--- src/rtl/charlieplex_scan_driver.sv ---
// Charlieplexed LED matrix scanner.
// A serial loader fills a shadow frame; a commit copies it into the display
// frame on a frame boundary so a frame is never shown half-old, half-new.
// Each phase drives one source pin high and pulls the sink pins of lit LEDs
// low, with an optional all-tristate blanking window ahead of the active one.
//
//  state   | meaning
//  --------+---------------------------------------------------------------
//  idle    | scan_q=0: run low or just out of reset, all pins tristated
//  scanning| scan_q=1: phase/tick advancing, outputs follow phase/tick
module charlieplex_scan_driver #(
  parameter int N_PINS = 5,
  parameter int DWELL  = 16,
  parameter int BLANK  = 1
) (
  input  logic              clk,
  input  logic              rst_n,
  input  logic              run,
  input  logic              load_en,
  input  logic              load_bit,
  input  logic              commit,
  output logic [N_PINS-1:0] pin_out,
  output logic [N_PINS-1:0] pin_oe,
  output logic              frame_start,
  output logic              commit_pending
);

  localparam int LEDS   = N_PINS * (N_PINS - 1);
  localparam int PERIOD = BLANK + DWELL;
  localparam int PW     = (N_PINS > 1) ? $clog2(N_PINS) : 1;
  localparam int TW     = (PERIOD > 1) ? $clog2(PERIOD) : 1;

  logic [LEDS-1:0]   shadow_q;
  logic [LEDS-1:0]   display_q, display_d;
  logic [PW-1:0]     phase_q, phase_d;
  logic [TW-1:0]     tick_q, tick_d;
  logic              scan_q, scan_d;
  logic              pending_d;
  logic              frame_boundary;
  logic              apply_commit;
  logic              in_blank;
  logic [N_PINS-1:0] out_d, oe_d;

  // Shift register loader; the first bit shifted in ends up at bit 0.
  always_ff @(posedge clk or negedge rst_n) begin
    if (!rst_n) begin
      shadow_q <= '0;
    end else if (load_en) begin
      shadow_q <= {load_bit, shadow_q[LEDS-1:1]};
    end
  end

  // Scan position, display frame, commit flag and registered pin outputs.
  always_ff @(posedge clk or negedge rst_n) begin
    if (!rst_n) begin
      display_q      <= '0;
      phase_q        <= '0;
      tick_q         <= '0;
      scan_q         <= 1'b0;
      commit_pending <= 1'b0;
      pin_out        <= '0;
      pin_oe         <= '0;
      frame_start    <= 1'b0;
    end else begin
      display_q      <= display_d;
      phase_q        <= phase_d;
      tick_q         <= tick_d;
      scan_q         <= scan_d;
      commit_pending <= pending_d;
      pin_out        <= out_d;
      pin_oe         <= oe_d;
      frame_start    <= frame_boundary;
    end
  end

  // Next scan position; restarting from idle counts as a frame boundary.
  always_comb begin
    phase_d        = '0;
    tick_d         = '0;
    scan_d         = 1'b0;
    frame_boundary = 1'b0;
    if (run) begin
      scan_d = 1'b1;
      if (!scan_q) begin
        frame_boundary = 1'b1;
      end else if (tick_q == TW'(PERIOD - 1)) begin
        if (phase_q == PW'(N_PINS - 1)) begin
          frame_boundary = 1'b1;
        end else begin
          phase_d = phase_q + 1'b1;
        end
      end else begin
        tick_d  = tick_q + 1'b1;
        phase_d = phase_q;
      end
    end
  end

  // Commit lands on the frame boundary, or immediately when not scanning.
  // The copy takes the shadow as registered, ignoring a same-cycle shift.
  always_comb begin
    apply_commit = commit_pending && (!run || frame_boundary);
    display_d    = apply_commit ? shadow_q : display_q;
    pending_d    = apply_commit ? 1'b0 : (commit_pending | commit);
  end

  generate
    if (BLANK == 0) begin : g_no_blank
      assign in_blank = 1'b0;
    end else begin : g_blank
      assign in_blank = (tick_d < TW'(BLANK));
    end
  endgenerate

  // Pin pattern for the phase being entered, using the frame it will show.
  always_comb begin
    out_d = '0;
    oe_d  = '0;
    if (run && !in_blank) begin
      for (int p = 0; p < N_PINS; p++) begin
        if (phase_d == PW'(p)) begin
          out_d[p] = 1'b1;
          oe_d[p]  = 1'b1;
          for (int q = 0; q < N_PINS; q++) begin
            if (q != p) begin
              oe_d[q] = display_d[p * (N_PINS - 1) + ((q < p) ? q : q - 1)];
            end
          end
        end
      end
    end
  end

endmodule

--- config.mk ---
export PLATFORM = sky130hd
export DESIGN_NAME = charlieplex_scan_driver
export DESIGN_NICKNAME = d
export VERILOG_FILES = /design/src/rtl/charlieplex_scan_driver.sv
export SDC_FILE = /design/constraint.sdc
export NUM_CORES = 1
export LEC_CHECK = 0
export ABC_AREA = 1
export BUFFER_PORTS_ARGS = -buffer_cell sky130_fd_sc_hd__buf_2
export CELL_PAD_IN_SITES_DETAIL_PLACEMENT = 1
export CELL_PAD_IN_SITES_GLOBAL_PLACEMENT = 2
export CORE_MARGIN = 2
export CORE_UTILIZATION = 40
export DETAILED_ROUTE_END_ITERATION = 8
export GPL_ROUTABILITY_DRIVEN = 0
export PLACE_DENSITY_LB_ADDON = 0.1
export SLEW_MARGIN = 20
export SYNTH_ARGS = -nofsm -noshare
export SYNTH_HDL_FRONTEND = slang
export SYNTH_SLANG_ARGS = --single-unit
--- constraint.sdc ---
create_clock -name clk -period 4.91 [get_ports clk]
set_input_delay 0.982 -clock clk [delete_from_list [all_inputs] [get_ports clk]]
set_output_delay 0.982 -clock clk [all_outputs]
set_load 0.1 [all_outputs]
======== Word level (Yosys, flattened, before mapping) ========
Cells that the tools add are included.
word-level totals
  register bits ........................... 61
  input port bits ......................... 6
  output and inout bits ................... 12
  word-level logic and storage cells ...... 51
cells by class
  add/subtract/negate cells ............... 2
  order comparisons ....................... 1
  equal/unequal tests ..................... 6
  mux-type cells .......................... 26
  bitwise operators ....................... 1
  reductions and logical operators ........ 6
operators by type and width
  cell                   count
  $mux W5                10
  $mux W20               1
  $mux W3                4
  $mux W1                11
  $eq A3 B2 Y1 const B   2
  $eq A3 B3 Y1 const B   2
  $add A5 B1 Y5 const B  1
  $eq A5 B5 Y1 const B   1
  $lt A5 B1 Y1 const B   1
  $add A3 B1 Y3 const B  1
  $eq A3 B1 Y1 const B   1
  $logic_not A3 Y1       1
  $logic_and A1 B1 Y1    2
  $logic_not A1 Y1       2
  $logic_or A1 B1 Y1     1
  $or A1 B1 Y1           1

======== Logic depth before layout (Yosys ltp) ========
  depth after elaboration ................. 14
  gate-level depth with buffers ........... 16
  gate-level depth less buffers ........... 16

======== Least setup slack after synthesis ========
No wires, ideal clock.
  path type ............................... input -> register
  start ................................... in run
  end ..................................... reg pin_oe[0]
  arrival ................................. 1933 ps
  slack ................................... 2854 ps
  stages on the path ...................... 10
  path buffers ............................ 1
  path through ............................ nand2_1 -> inv_1 -> nand2_4 -> nand2_4 -> buf_6 -> nor2_1 -> a21oi_1 -> inv_1 -> o21ai_0 -> a21oi_1
RTL lines
  what                                         RTL line  text
  from (decl)                                  18        input logic run,
  $mux W1 or $logic_not A1 Y1 (tied branches)  82, 102
  $logic_or A1 B1 Y1 (*)                       102       apply_commit = commit_pending && (!run || frame_boundary);
  $logic_and A1 B1 Y1 (*)                      102
  $mux W20 (*)                                 103       display_d = apply_commit ? shadow_q : display_q;
  named net display_d[16]                      34        logic [LEDS-1:0] display_q, display_d;
  $mux W5 (*)                                  121       if (phase_d == PW'(p)) begin
  $mux W5 (*)                                  119       if (run && !in_blank) begin
  named net oe_d[0]                            42        logic [N_PINS-1:0] out_d, oe_d;
  to (signal assigned)                         62        pin_oe <= '0;
  to (signal assigned)                         71        pin_oe <= oe_d;
  to (decl)                                    23        output logic [N_PINS-1:0] pin_oe,
The timed path passes the listed nets; every way through them passes the cells marked *.
A chain may end at the register's enable or synchronous reset.

======== Worst setup path after layout ========
  start ................................... reg commit_pending
  end ..................................... out commit_pending
RTL lines
  what                    RTL line  text
  from (decl)             25        output logic commit_pending
  from (signal assigned)  69        commit_pending <= pending_d;
No word-level cell between the ends.

==> key figures <==
Floorplan
  – Core Rows: 30
  – Core area: 0.006681 sq mm
  – Die Area: 0.007460 sq mm
  – Ports: 18
  – Die Width: 86.37 um
  – Starting Density: 40.62%
  – Die height: 86.37 um

Synth
  – Sequential element share of the synthesized area: 56.25%
  – Mapped Avg Cell Area: 9.016 sq um
  – Most numerous cell in the Yosys netlist: nand2_1
  – Synth Cell Area: 0.002714 sq mm
  – Synth Instances: 301
  – EDFF count, synth: 0
  – Main area contributors after synthesis: dfrtp_1 56%, nand2_1 10%, inv_1 5.9%
  – Synth Flop Type: dfrtp_1
  – Area leader, netlist: dfrtp_1
  – Most frequent cells after synthesis: 74 x nand2_1, 61 x dfrtp_1, 43 x inv_1, 22 x nor2_1, 22 x o21ai_0
  – Synth top area share: 56.25%
  – Async set or reset register ratio after synthesis: 100.0%
  – Synthesis Warnings: 0
  – Post-synth net total: 311
  – Seq cells post-synth: 61
  – Netlist cell types: 27

Power
  – Pleak: 0.001557 uW
  – Power density over the cells: 431.1 mW/mm^2
  – Highest ir drop seen on vdd: 0.2122 mV

Place
  – Dpl hpwl: 4.098 mm
  – Placed inst area: 0.002846 sq mm
  – Port buffer count: 17

Worst hold path
  – Worst Hold Class: reg2reg
  – WHS Path Cells: 1

GRT
  – Largest net degree at the start of global routing: 62
  – Number of global-route vias before repair: 2048
  – Global-route total usage across every layer: 17.39%
  – Initial antenna violation count: 0
  – Total gr overflow: 0
  – First-pass GRT wire length: 9.887 mm

Cells and area
  – Nets: 332
  – Final Util: 45.60%
  – Area Overhead vs Synth: 12.26%
  – Fillers: 800
  – Layout cell share with drive strength beyond 1: 17.43%
  – ANT cells: 0
  – Final instance area: 0.003047 sq mm

STA
  – Slew Viols, Final: 0
  – Relative slew margins: 48.07%
  – Final setup viols: 0
  – Final Skew: 0.01095 ns
  – RSZ-0062 raised after global routing: no
  – Fmax: 445.2 MHz
  – Min cycle time layout: 2.246 ns
  – Final hold viol count: 0
  – Final period utilization: 45.75%
  – Fin Setup TNS: 0 ns
  – Worst-margin pin slew: 0.7790 ns

Outcome
  – Run status: finished, final reports clean

Worst setup path
  – Critical Setup Path Class: reg2out
  – Reg2Reg Depth: 11
  – Kind of cell adding the most delay to the critical path: buffers and inverters
  – WP data required: 3.93 ns
  – Setup crit start kind: flip-flop
  – Crit path DAT: 1.26 ns
  – End of the critical path: commit_pending
  – R2R Path Start: tick_q[0]
  – Critical Path, Cell by Cell: buf_2
  – CP max stage delay: 0.47 ns
  – CP bufs+invs: 1
  – Peak fanout along the critical path: 4
  – CP Depth: 1
  – CP startpoint: commit_pending
  – CP max stage cell: buf_2
  – Crit path capture type: primary output
  – Flop-to-flop setup slack: 2.78 ns
  – R2r endpoint: pin_oe[0]

Clock tree
  – Clock latency on the worst-skew pair: 0.34 ns
  – CTS clock-pin slew for the worst setup and hold paths: 0.07 ns
  – Clock root cell: clkbuf_8
  – Total clock sinks: 61
  – CTS tree: yes
  – Post-CTS resize count: 0
  – Htree depth: 3
  – Hold Buf Count CTS: 0
  – Clock Tree Buf Depth: 2
  – Setup Fix Bufs, Post-CTS: 0
  – CTS Buf Count: 9

Drt
  – WL per Instance: 14.22 um
  – WL final: 5.787 mm
  – Router iterations before antenna repair: 4
  – Vias: 1919
  – ANT nets after route: 0
  – Initial drt markers: 46
  – Vias/cell: 4.715
  – DRC violations left: 0

Flow run
  – Max Cap Viol: 0
[worst min-delay path by stage]
stage | startpoint | to | slack (ns)
after global routing | scan_q | frame_start | 0.48
after CTS | scan_q | frame_start | 0.47
after detailed placement | display_q[17] | display_q[17] | 0.46
after floorplan | scan_q | frame_start | 0.43
final | scan_q | frame_start | 0.46
after global placement | display_q[17] | display_q[17] | 0.45
[layout by cell type, fill, tap and decap left out, types with 7 or more instances in the layout]
cell | netlist | routed
a21oi_1 | 9 | 9
buf_2 | 0 | 17
clkbuf_8 | 0 | 10
dfrtp_1 | 61 | 61
inv_1 | 43 | 43
nand2_1 | 74 | 74
nand3_1 | 11 | 11
nor2_1 | 22 | 22
nor2_4 | 7 | 7
o21ai_0 | 22 | 22
o21ai_1 | 15 | 15
[flip-flops by register name, indices dropped and copies added (netlist names)]
| name | count |
|---|---|
| commit_pending | 1 |
| display_q | 20 |
| frame_start | 1 |
| phase_q | 3 |
| pin_oe | 5 |
| pin_out | 5 |
| scan_q | 1 |
| shadow_q | 20 |
| tick_q | 5 |
[per-layer routing]
metal	up-vias	track usage (%)	wire (um)	part of all wire (%)
met3	7	3.429	98	1.7
met4	0	7.244	85	1.5
met1	916	24.11	2957	51
met2	19	26.71	2646	46
met5	-	0	0	0
li1	977	-	-	-
[through the flow]
step | hold slack [ns] | worst slack (ns) | power (uW) | cells
after floorplan | 0.4310 | 2.854 | 816.7 | 301
after global placement | 0.4512 | 2.410 | 863.9 | 391
after detailed placement | 0.4553 | 2.351 | 873.7 | 391
after CTS | 0.4674 | 2.644 | 1331 | 407
after global routing | 0.4832 | 2.550 | 1392 | 407
final | 0.4639 | 2.664 | 1313 | 407
[kinds of logic after synthesis]
kind of cell | share of synthesized area [%]
simple gates | 22.31
flops | 56.25
buf+inv | 8.713
compound gates | 10.24
fa+ha+maj | 1.844
xor+xnor | 0.6456
[cell type report]
type | count | area [sq um] | share of cell area, %
tap | 80 | 100.1 | 3.285
clock buffer | 10 | 137.6 | 4.517
sequential | 61 | 1526 | 50.10
multi-input combinational | 185 | 950.9 | 31.21
clock inverter | 6 | 62.56 | 2.053
timing repair buffer | 18 | 92.59 | 3.039
inverter | 47 | 176.4 | 5.791
[power by group]
part / leakage (uW) / switching, uW / total [uW] / internal [uW]
clock network: 0.0000943 / 208 / 454 / 246
logic: 0.000667 / 180 / 238 / 58.1
registers: 0.000796 / 33.4 / 621 / 587
total: 0.00156 / 421 / 1310 / 892
(Power assumes the default switching activity.)
